## src/rtl/divider_pkg.sv

```systemverilog
// Shared encodings for the iterative divider: operation select and FSM states.
// Also holds small decode helpers for the operation field.
package divider_pkg;

   typedef enum logic [1:0] {
      DIV  = 2'b00,
      DIVU = 2'b01,
      REM  = 2'b10,
      REMU = 2'b11
   } div_op_e;

   typedef enum logic [1:0] {
      IDLE = 2'b00,
      CALC = 2'b01,
      FIX  = 2'b10,
      DONE = 2'b11
   } div_state_e;

   function automatic logic op_is_signed(input div_op_e op);
      return (op == DIV) || (op == REM);
   endfunction

   function automatic logic op_is_rem(input div_op_e op);
      return (op == REM) || (op == REMU);
   endfunction

endpackage

```

## src/rtl/div_step.sv

```systemverilog
// One restoring shift-and-subtract iteration: shift the next dividend bit into
// the partial remainder and subtract the divisor if it fits.
module div_step #(
   parameter int XLEN = 32
) (
   input  logic [XLEN-1:0] i_rem,
   input  logic [XLEN-1:0] i_divisor,
   input  logic            i_bit,
   output logic [XLEN-1:0] o_rem,
   output logic            o_q
);

   logic [XLEN:0] w_shift;
   logic [XLEN:0] w_diff;

   // The partial remainder is always below the divisor, so the shifted value
   // needs only one extra bit and the restored result fits back in XLEN bits.
   assign w_shift = {i_rem, i_bit};
   assign w_diff  = w_shift - {1'b0, i_divisor};
   assign o_q     = ~w_diff[XLEN];
   assign o_rem   = o_q ? w_diff[XLEN-1:0] : w_shift[XLEN-1:0];

endmodule

```

## src/rtl/iterative_divider.sv

```systemverilog
// Radix-2 restoring divider for DIV/DIVU/REM/REMU: XLEN iterations on operand
// magnitudes, one sign-fix cycle, and a held result until the consumer accepts.
module iterative_divider
   import divider_pkg::*;
#(
   parameter int XLEN = 32
) (
   input  logic            clk_i,
   input  logic            rst_i,
   input  logic            valid_i,
   output logic            ready_o,
   input  logic [1:0]      op_i,
   input  logic [XLEN-1:0] operand1_i,
   input  logic [XLEN-1:0] operand2_i,
   input  logic            flush_i,
   output logic            valid_o,
   input  logic            ready_i,
   output logic [XLEN-1:0] result_o
);

   localparam int CW = $clog2(XLEN) + 1;
   localparam logic [CW-1:0]   CNT_LAST = CW'(XLEN - 1);
   localparam logic [XLEN-1:0] MOST_NEG = {1'b1, {(XLEN-1){1'b0}}};

   div_state_e      r_state;
   div_state_e      w_state_next;
   logic [CW-1:0]   r_cnt;
   logic [XLEN-1:0] r_rem;
   logic [XLEN-1:0] r_quo;
   logic [XLEN-1:0] r_dvs;
   logic            r_is_rem;
   logic            r_neg_q;
   logic            r_neg_r;
   logic [XLEN-1:0] r_result;

   div_op_e         w_op;
   logic            w_signed;
   logic            w_a_neg;
   logic            w_b_neg;
   logic [XLEN-1:0] w_mag_a;
   logic [XLEN-1:0] w_mag_b;
   logic            w_div_zero;
   logic            w_overflow;
   logic            w_bypass;
   logic [XLEN-1:0] w_bypass_res;
   logic            w_accept;
   logic            w_last;
   logic [XLEN-1:0] w_step_rem;
   logic            w_step_q;
   logic [XLEN-1:0] w_fix_res;

   // ---------------------------------------------------------------
   // Request decode
   // ---------------------------------------------------------------
   assign w_op       = div_op_e'(op_i);
   assign w_signed   = op_is_signed(w_op);
   assign w_a_neg    = w_signed & operand1_i[XLEN-1];
   assign w_b_neg    = w_signed & operand2_i[XLEN-1];
   assign w_mag_a    = w_a_neg ? (~operand1_i + 1'b1) : operand1_i;
   assign w_mag_b    = w_b_neg ? (~operand2_i + 1'b1) : operand2_i;
   assign w_div_zero = (operand2_i == '0);
   assign w_overflow = w_signed && (operand1_i == MOST_NEG) && (operand2_i == '1);
   assign w_bypass   = w_div_zero | w_overflow;

   // Divide-by-zero: quotient all ones, remainder = dividend.
   // Signed overflow: quotient = dividend, remainder = 0.
   always_comb begin
      w_bypass_res = '0;
      if (w_div_zero) begin
         w_bypass_res = op_is_rem(w_op) ? operand1_i : '1;
      end else if (w_overflow) begin
         w_bypass_res = op_is_rem(w_op) ? '0 : operand1_i;
      end
   end

   assign ready_o  = (r_state == IDLE) && !flush_i;
   assign w_accept = valid_i && ready_o;
   assign w_last   = (r_cnt == CNT_LAST);

   // ---------------------------------------------------------------
   // Iteration datapath
   // ---------------------------------------------------------------
   div_step #(.XLEN(XLEN)) u_step (
      .i_rem     (r_rem),
      .i_divisor (r_dvs),
      .i_bit     (r_quo[XLEN-1]),
      .o_rem     (w_step_rem),
      .o_q       (w_step_q)
   );

   assign w_fix_res = r_is_rem ? (r_neg_r ? (~r_rem + 1'b1) : r_rem)
                               : (r_neg_q ? (~r_quo + 1'b1) : r_quo);

   // ---------------------------------------------------------------
   // FSM
   // ---------------------------------------------------------------
   always_ff @(posedge clk_i or negedge rst_i) begin
      if (!rst_i) begin
         r_state <= IDLE;
      end else begin
         r_state <= w_state_next;
      end
   end

   always_comb begin
      w_state_next = r_state;
      if (flush_i) begin
         w_state_next = IDLE;
      end else begin
         case (r_state)
            IDLE: if (valid_i) w_state_next = w_bypass ? DONE : CALC;
            CALC: if (w_last)  w_state_next = FIX;
            FIX:               w_state_next = DONE;
            DONE: if (ready_i) w_state_next = IDLE;
            default:           w_state_next = IDLE;
         endcase
      end
   end

   // The dividend shifts out of r_quo's MSB while quotient bits shift in at the LSB.
   always_ff @(posedge clk_i or negedge rst_i) begin
      if (!rst_i) begin
         r_cnt    <= '0;
         r_rem    <= '0;
         r_quo    <= '0;
         r_dvs    <= '0;
         r_is_rem <= 1'b0;
         r_neg_q  <= 1'b0;
         r_neg_r  <= 1'b0;
         r_result <= '0;
      end else if (flush_i) begin
         r_cnt    <= '0;
      end else begin
         case (r_state)
            IDLE: begin
               if (w_accept) begin
                  r_cnt    <= '0;
                  r_rem    <= '0;
                  r_quo    <= w_mag_a;
                  r_dvs    <= w_mag_b;
                  r_is_rem <= op_is_rem(w_op);
                  r_neg_q  <= w_a_neg ^ w_b_neg;
                  r_neg_r  <= w_a_neg;
                  r_result <= w_bypass ? w_bypass_res : '0;
               end
            end
            CALC: begin
               r_rem <= w_step_rem;
               r_quo <= {r_quo[XLEN-2:0], w_step_q};
               r_cnt <= r_cnt + 1'b1;
            end
            FIX: begin
               r_result <= w_fix_res;
            end
            default: ;
         endcase
      end
   end

   assign valid_o  = (r_state == DONE);
   assign result_o = valid_o ? r_result : '0;

endmodule
```

## config.mk

```make
export PLATFORM = sky130hd
export DESIGN_NAME = iterative_divider
export DESIGN_NICKNAME = d
export VERILOG_FILES = /design/src/rtl/divider_pkg.sv /design/src/rtl/div_step.sv /design/src/rtl/iterative_divider.sv
export SDC_FILE = /design/constraint.sdc
export NUM_CORES = 1
export LEC_CHECK = 0
export ABC_AREA = 1
export BUFFER_PORTS_ARGS = -buffer_cell sky130_fd_sc_hd__buf_2
export CAP_MARGIN = 40
export CORE_MARGIN = 2
export CORE_UTILIZATION = 60
export CTS_BUF_LIST = sky130_fd_sc_hd__clkbuf_2
export CTS_CLUSTER_DIAMETER = 100
export DETAILED_ROUTE_END_ITERATION = 8
export GPL_TIMING_DRIVEN = 0
export PLACE_DENSITY = 0.8
export SLEW_MARGIN = 20
export SYNTH_ARGS = -nofsm -noshare
export SYNTH_HDL_FRONTEND = slang
export SYNTH_SLANG_ARGS = --single-unit
```

## constraint.sdc

```tcl
create_clock -name clk_i -period 2.83 [get_ports clk_i]
set_input_delay 0.566 -clock clk_i [delete_from_list [all_inputs] [get_ports clk_i]]
set_output_delay 0.566 -clock clk_i [all_outputs]
set_load 0.1 [all_outputs]
```

Word-level counts from Yosys, hierarchy flattened. Cells that the tools add are included.

Add/subtract/negate cells: 6. Eq/ne operators: 13. Muxes and demuxes: 27. Bitwise logic cells: 10. Reductions and logical operators: 18.

Operators by type and width (number): 2-to-1 mux 32 bit (15); case mux 32 bit (2 select lines) (3); adder 32 x 1 -> 32 bit, second input constant (4); inverter 32 bit (4); == test 32 bit, second input constant (2); subtractor 33 x 32 -> 33 bit (1); logical NOT 32 bit (1); 2-to-1 mux 6 bit (2); case mux 6 bit (2 select lines) (1); AND reduction 3 bit (4); 2-to-1 mux 2 bit (5); inequality test 3 bit, second input constant (3); == test 2 bit, second input constant (4); case mux 2 bit (4 select lines) (1); adder 6 x 1 -> 6 bit, second input constant (1); == test 6 x 5 -> 1 bit, second input constant (1); logical AND 1 bit (4); logical NOT 2 bit (2); nonzero test 2 bit (2); inequality test 3 x 2 -> 1 bit, second input constant (1); nonzero test 3 bit (1); bitwise AND 1 bit (2); == test 2 x 1 -> 1 bit, second input constant (1); logical OR 1 bit (2); other kinds (6) (7).

Flip-flop bits (word level): 139. Input bits: 71. Output and inout port bits: 34. Logic and storage cells: 83.

Longest topological paths before layout. Gate-level depths: netlist of run 1.

Depth after elaboration: 9. Gate-level depth with buffers: 16. Gate-level depth less buffers: 16.

By module. From an unflattened synthesis of run 1, not the netlist that was laid out.

Cells, all modules: 2337. Area, all modules: 13641.8 µm².

Modules (own cells, without submodules): iterative_divider (times used 1, cells an instance 1657, area an instance 10491.3 µm², seq. area each 3478.3 µm²); div_step (times used 1, cells an instance 680, area an instance 3150.5 µm², seq. area each 0.0 µm²).

Least setup slack after synthesis of run 1. OpenSTA, ideal clock, no wires.

Path kind: register -> output. From: register r_state[0]. To: output port result_o[10]. Arrival: 2.376 ns. Required time: 2.264 ns. Slack: -0.112 ns. Cell stages (with the launch flop): 6. Path buffers: 2. Path through: dfrtp_1 -> ha_1 -> clkbuf_1 -> clkbuf_1 -> nand2_1 -> inv_1.

Word-level cells in the longest chain between the ends: 2.

Ends and longest elaborated chain: from (decl) (RTL line iterative_divider.sv:25) `div_state_e r_state;`; from (signal assigned) (RTL line iterative_divider.sv:101) `r_state <= w_state_next;`; == test 2 bit (RTL line iterative_divider.sv:160) `assign valid_o = (r_state == DONE);`; via valid_o (RTL line iterative_divider.sv:16) `output logic valid_o,`; 2-to-1 mux 32 bit (RTL line iterative_divider.sv:161) `assign result_o = valid_o ? r_result : '0;`; to (decl) (RTL line iterative_divider.sv:18) `output logic [XLEN-1:0] result_o`.

The timed path passes the listed nets, and every way through them passes these cells.

Final worst setup path of run 1.
From: register r_state[1]. To: register r_quo[21].

Word-level cells in the longest chain between the ends: 5. Elaborated cells between the ends (all ways): 8. Classes of those cells: eq/ne: 2; mux: 1; reduce/logical: 5.

Ends and longest elaborated chain: logical NOT 2 bit (RTL line iterative_divider.sv:76, iterative_divider.sv:134); logical AND 1 bit (RTL line iterative_divider.sv:76) `assign ready_o = (r_state == IDLE) && !flush_i;`; logical AND 1 bit (RTL line iterative_divider.sv:77) `assign w_accept = valid_i && ready_o;`; inequality test 2 bit (no source line); AND reduction 3 bit (no source line); to (signal assigned) (RTL line iterative_divider.sv:139) `r_quo <= w_mag_a;`; to (signal assigned) (RTL line iterative_divider.sv:149) `r_quo <= {r_quo[XLEN-2:0], w_step_q};`; to (decl) (RTL line iterative_divider.sv:29) `logic [XLEN-1:0] r_quo;`.

Parallel ways exist; a longest one is shown, timed or not. A chain may end at the register's enable or synchronous reset.

==> parameters.txt, run 1 <==
Parameter                              Value

Run status
  Result of the run ... completed

Cells and area
  Final standard cell area without fillers ... between 10000 and 15000 um2
  Final instance count without filler cells ... 2668
  Fraction of layout cells with a size suffix above 1 ... 8.382%
  Layout overhead on the synthesized area ... 11.21%
  Final nets ... 2487

Floorplan
  Die span in y ... between 150 and 200 um
  Row cnt ... 54
  Initial Utilization ... 60.52%
  Core Box Area ... approximately 22000 um2
  IO Count ... 105
  DIE AREA ... 23000 um2
  Die Width ... 151.7 um

Drt
  First-iteration detailed-routing DRC count ... about 2.1k
  Average routed wire per standard cell ... around 18 um
  Number of routed nets with antenna violations ... 0
  DRC Markers ... 0
  Avg Vias per Cell ... just under 6
  Total detailed-routing wirelength ... 47020 um
  Length of the first detailed-routing pass in iterations ... 7
  Total via count in the routed design ... 15.65k

Synth
  Post-Syn Nets ... 2357
  Number of flip-flops and latches in the synthesized netlist ... 139
  Avg Inst Size Synth ... 5.833 um2
  Yosys warning count ... 0
  Share of synthesized registers carrying an async set or reset ... 100.0%
  Synth Instances ... 2243
  Area of the mapped netlist ... 13080 um2
  Cell variety after synth ... 42
  Post-synthesis sequential area ratio ... 26.59%
  Number of enable-type register cells in the synthesized netlist ... 0
  Ys flop type ... dfrtp_1

Setup path
  Origin of the critical flop-to-flop path ... r_state[1]
  Reg2Reg Depth ... 11
  Critical path launch point type ... register
  Maximum fanout along the worst path ... 10
  Classification of the worst setup path ... register to register
  Required @ worst endpoint ... 3.48 ns
  Arrival time at the worst endpoint ... 3.38 ns
  Critical register-to-register path endpoint ... r_quo[21]
  Crit end category ... register
  Worst reg2reg setup slack ... between 0.1 and 0.15 ns

Placement
  Count of buffers from port buffering ... approximately 100
  Placed cell areas ... around 14000 um2
  DP HPWL ... approximately 38000 um
  Number of placed instances, taps included ... 2628
  Post-Place Setup Slack ... 0.01806 ns
  Final Wtd Congestion ... 1.046

GRT
  Leftover overflow at the end of global routing ... 0
  Wire length of the first global-routing pass ... about 72000 um
  Overall track demand over capacity in global routing ... approximately 41%
  Number of global-route vias before repair ... 13.62k
  Antenna violations before repair ... 2
  Largest net degree at the start of global routing ... 73

Power
  Switching part of the total ... 55.96%
  Combinational cell fraction of total power ... 61.7%
  Peak supply drop ... 0.0005802 V
  Share of total power in sequential cells ... 27.5%
  Total power density per cell area ... 778.1 nW/um2
  Clock group share of total power ... 10.9%
  Cell internal power dissipation ... 0.004986 W
  Power dissipated by switching net loads ... between 0.006 and 0.007 W
  Leak pwr ... 8.044 nW

STA
  Actual slew at the worst max-slew pin ... between 0.7 and 0.8 ns
  Number of endpoints with negative hold slack in the final report ... 0
  Worst clock skew ... 0.05346 ns
  Post-layout min period ... 2.730 ns
  Setup tns final ... 0 ns
  Setup slack after layout ... 0.1001 ns
  Worst-case hold slack ... 0.06621 ns
  Final period utilization ... 96.46%
  Slew Viols, Final ... 0
  Fmax ... ~370 MHz
  Setup violators final ... 0
  Remaining max-slew budget at the tightest pin ... 46.54%

Min path
  Endpoint of the worst hold path ... r_result[1]
  Type of the most critical hold path ... input pin to register
  Cell depth of the worst min-delay path ... 3
  Startpoint of the lowest-slack hold path ... operand1_i[1]

Job
  Reported max-cap violation count ... 0

Clock network
  H-tree depth reported by CTS ... 4
  Clock transition at path regs ... between 0.2 and 0.3 ns
  Number of clock sinks ... 139
  Source-to-sink clock delay at the later pin of the worst-skew pair ... 0.79 ns
  Buffer levels on the longest clock path ... 2
  CTS tree ... done
  Number of buffers created by CTS ... 17
  Clock tree root driver cell ... clkbuf_2
[registers in the layout (all words and copies together), names as in the netlist]
register / count
r_rem: 32
r_result: 32
r_is_rem: 1
r_quo: 32
r_dvs: 32
r_cnt: 6
r_state: 2
r_neg_r: 1
r_neg_q: 1
[Yosys cell counts (all sizes together), types with 3 or more instances]
cell type	n	area share (%)
nand2	745	22
and2	3	0.14
nand3b	10	0.57
a31oi	3	0.14
inv	301	8.6
nor4	4	0.19
nand3	245	9.4
nor3	28	1.2
nor2	246	7.2
o22ai	5	0.24
buf	25	1.1
dfrtp	139	27
xnor2	20	1.3
ha	42	4.0
o211ai	14	0.80
a21oi	102	3.9
xor2	25	1.7
or2	6	0.29
o21ai	181	6.9
o21bai	3	0.17
clkbuf	48	1.4
nand4	35	1.7
[routing by layer]
metal,GRT usage [%],routed length [um]
met5,0,0
met4,11.44,1293
met3,8.832,5784
met2,63.22,20720
met1,56.89,19210
[power groups by stage]
stage               sequential (W)  combinational (W)  clock (W)
CTS                        0.00307            0.00665    0.00122
global placement           0.00309            0.00647          0
floorplan                  0.00296            0.00470          0
global route               0.00318            0.00764    0.00131
finish                     0.00311            0.00698    0.00123
detailed placement         0.00311            0.00660          0
[metrics by stage]
step | power [W] | utilization [%]
final | 0.01132 | 67.30
after global routing | 0.01213 | 67.29
after CTS | 0.01094 | 66.32
after detailed placement | 0.009716 | 64.75
after global placement | 0.009555 | 64.58
after floorplan | 0.007657 | -
[critical path, cell delays in order, from the launching register on]
cell and delay (ns):
dfrtp_1 0.50, inv_1 0.10, ha_1 0.26, inv_2 0.10, nor2_4 0.10, nand2_1 0.21, inv_2 0.20, nor2_4 0.07
nor3_4 0.21, buf_12 0.15, clkbuf_1 0.52, o21ai_0 0.17
[area by class of cell]
class	instances	area (um2)
Clock buffer	18	90.09
Timing Repair Buffer	112	820.8
Clock inverter	14	135.1
Tap cell	280	350.3
Multi-Input combinational cell	1729	8202
Antenna cell	2	5.005
Buffer	72	332.8
Inverter	302	1134
Fill cell	2055	7071
Sequential cell	139	3481
[worst max path at each step]
stage	to	cells after the start	start
2_1_floorplan	result_o[10]	5	r_state[0]
3_3_place_gp	r_cnt[2]	1	rst_i
3_5_place_dp	r_rem[6]	8	r_state[1]
4_1_cts	result_o[17]	5	r_state[0]
5_1_grt	r_quo[21]	11	r_state[1]
6_report	r_quo[21]	11	r_state[1]
[kinds of logic after synthesis]
logic type / after synthesis / synth area share, %
AOI/OAI and AO/OA: 316 / 12.71
and+or+nand+nor: 1325 / 42.43
xor gates and xnor gates: 45 / 3.012
DFF: 139 / 26.59
buffers and inverters: 375 / 11.09
adders and majority gates: 43 / 4.169
[cells in the final DEF (no fill, tap or decap), types with 6 or more instances in the layout]
| cell | instances |
|---|---|
| buf_1 | 9 |
| or2_2 | 6 |
| xnor2_1 | 20 |
| nor2_2 | 6 |
| buf_6 | 33 |
| xor2_1 | 25 |
| clkbuf_1 | 42 |
| nor3_1 | 25 |
| clkbuf_2 | 20 |
| o21ai_0 | 143 |
| nand4_1 | 35 |
| buf_4 | 8 |
| ha_1 | 40 |
| o21ai_1 | 38 |
| inv_1 | 297 |
| nand3_1 | 243 |
| nand3b_1 | 10 |
| nor2_1 | 238 |
| dfrtp_1 | 137 |
| a21oi_1 | 100 |
| inv_6 | 6 |
| buf_2 | 84 |
| o211ai_1 | 14 |
| nand2_1 | 738 |
[timing repair]
| action | in CTS | in global routing |
|---|---|---|
| endpoints found under the setup margin | 61 | 88 |
| gates resized for setup | 40 | 42 |
| hold buffers | 1 | 0 |
| setup buffers | 0 | 6 |
| pin swaps | 0 | 3 |
| hold endpoints to repair | 67 | 0 |
Note: power is estimated with default switching activity, not from simulation.
==> run 2, diff against run 1 <==
PLACE_DENSITY = 0.87   (was 0.8)
SKIP_CTS_REPAIR_TIMING = 1   (was not set)
==> parameters.txt, run 2 (same netlist as run 1, synthesis figures left out) <==
Parameter                              Value

Run status
  Result of the run ... completed

Placement
  Placed cell areas ... ~14000 um2
  DP HPWL ... 38580 um
  Number of placed instances, taps included ... between 2k and 3k
  Count of buffers from port buffering ... between 100 and 150
  Post-Place Setup Slack ... 0.02307 ns
  Final Wtd Congestion ... approximately 1.0

Clock network
  Number of clock sinks ... 139
  CTS tree ... done
  H-tree depth reported by CTS ... 4
  Source-to-sink clock delay at the later pin of the worst-skew pair ... about 0.84 ns
  Number of buffers created by CTS ... 17
  Clock transition at path regs ... 0.32 ns
  Buffer levels on the longest clock path ... 2
  Clock tree root driver cell ... clkbuf_2

STA
  Actual slew at the worst max-slew pin ... 0.8798 ns
  Remaining max-slew budget at the tightest pin ... 41.13%
  Unrepaired setup endpoints after global routing ... true
  Slew Viols, Final ... 0
  Final period utilization ... 97.87%
  Post-layout min period ... about 2.8 ns
  Worst clock skew ... 0.07824 ns
  Number of endpoints with negative hold slack in the final report ... 0
  Fmax ... 361.0 MHz
  Setup slack after layout ... 0.06022 ns
  Setup violators final ... 0

Cells and area
  Fillcell total ... 2035
  Final nets ... 2484
  Final instance count without filler cells ... 2664
  Layout overhead on the synthesized area ... 10.91%
  Most common cell after layout, fill and taps aside ... nand2_1
  Fraction of layout cells with a size suffix above 1 ... 8.519%
  Core utilization of the finished layout ... 67.12%
  Most frequent cells in the layout ... 738 x nand2_1, 294 x inv_1, 243 x nand3_1
  Final standard cell area without fillers ... 14510 um2

Setup path
  Cell type of the slowest stage on the worst timing path ... dfrtp_2
  Classification of the worst setup path ... register to primary output
  Critical path launch point type ... register
  Maximum fanout along the worst path ... 10
  Arrival time at the worst endpoint ... 2.20 ns
  Required @ worst endpoint ... 2.26 ns
  Delay of the slowest critical-path stage ... 0.48 ns
  Sequence of cells on the critical path ... ha_4, clkbuf_2, nand2_1, inv_1, buf_4
  Crit end category ... primary output
  Buffers and inverters on the worst path ... 3
  Worst path top cell family by delay ... buffers and inverters

Job
  Reported max-cap violation count ... 0

Drt
  DRC Markers ... 0
  Number of routed nets with antenna violations ... 0
  Avg Vias per Cell ... 5.957
  Total detailed-routing wirelength ... 48240 um
  Total via count in the routed design ... roughly 16k
  Average routed wire per standard cell ... 18.11 um
  First-iteration detailed-routing DRC count ... 1739
  Length of the first detailed-routing pass in iterations ... 8

GRT
  Overall track demand over capacity in global routing ... 41.32%
  Wire length of the first global-routing pass ... 73140 um
  Largest net degree at the start of global routing ... 72
  Leftover overflow at the end of global routing ... 0
  Antenna violations before repair ... 1
  Number of global-route vias before repair ... 14.21k

Min path
  Type of the most critical hold path ... input pin to register

Floorplan
  Core Box Area ... 21620 um2
  Initial Utilization ... 60.52%
  Row cnt ... 54
  Die span in y ... 151.7 um
  DIE AREA ... 23000 um2
  IO Count ... 105
  Die Width ... between 150 and 200 um

Power
  Leak pwr ... 8.041 nW
  Total power density per cell area ... 790.8 nW/um2
  Peak supply drop ... 0.0006238 V
## run 2: cell type report
cell class | instances | area (um2) | area share, %
multi-input cells | 1729 | 8193 | 56.46
flip-flops and latches | 139 | 3481 | 23.99
clock buffers | 18 | 90.09 | 0.6208
repair buffers | 110 | 770.7 | 5.311
clock inverters | 14 | 158.9 | 1.095
diodes | 1 | 2.502 | 0.01724
well taps | 280 | 350.3 | 2.414
plain buffers | 71 | 331.6 | 2.285
inverters | 302 | 1134 | 7.812
## run 2: metrics by stage
step | hold slack [ns] | total power, W | setup TNS, ns
finish | 0.004799 | 0.01148 | 0
global route | 0.03595 | 0.01227 | -0.03965
CTS | -0.3042 | 0.01108 | -17.35
detailed placement | 0.4660 | 0.009776 | 0
global placement | 0.4654 | 0.009567 | -102.56
floorplan | 0.2704 | 0.007657 | 0
## run 2: worst reg2reg max path, delay by kind of cell, from the launching register on
kind                     cells  cell delay (ns)
AO/OA/AOI/OAI                1             0.08
adder cells (fa/ha/maj)      2             0.63
buffers and inverters        2             0.24
flip-flops                   1             0.48
AND/OR/NAND/NOR             11             1.13
## run 2: report_power, final
group,total [W],internal (W),switching [W]
clock network,0.00133,0.000430,0.000902
logic,0.00699,0.00203,0.00496
registers,0.00315,0.00261,0.000546
total,0.0115,0.00507,0.00641
## run 2: metal layers
layer | vias up | track usage [%] | part of all wire [%]
li1 | 7445 | - | -
met2 | 971 | 62.32 | 43
met1 | 7282 | 55.68 | 40
met4 | 0 | 17.45 | 4.2
met3 | 172 | 11.56 | 12
met5 | - | 0 | 0
## run 2: worst paths after layout
kind / from / endpoint / slack, ns / depth (start not counted)
max reg2reg: r_quo[31] / r_rem[29] / 0.16 / 16
min: operand1_i[1] / r_result[1] / 0.005 / 3
min in group asynchronous: rst_i / r_rem[6] / 0.26 / 2
max: r_state[0] / result_o[14] / 0.06 / 5
min reg2reg: r_result[20] / r_result[20] / 0.51 / 2
max in group asynchronous: rst_i / r_quo[23] / 1.81 / 3
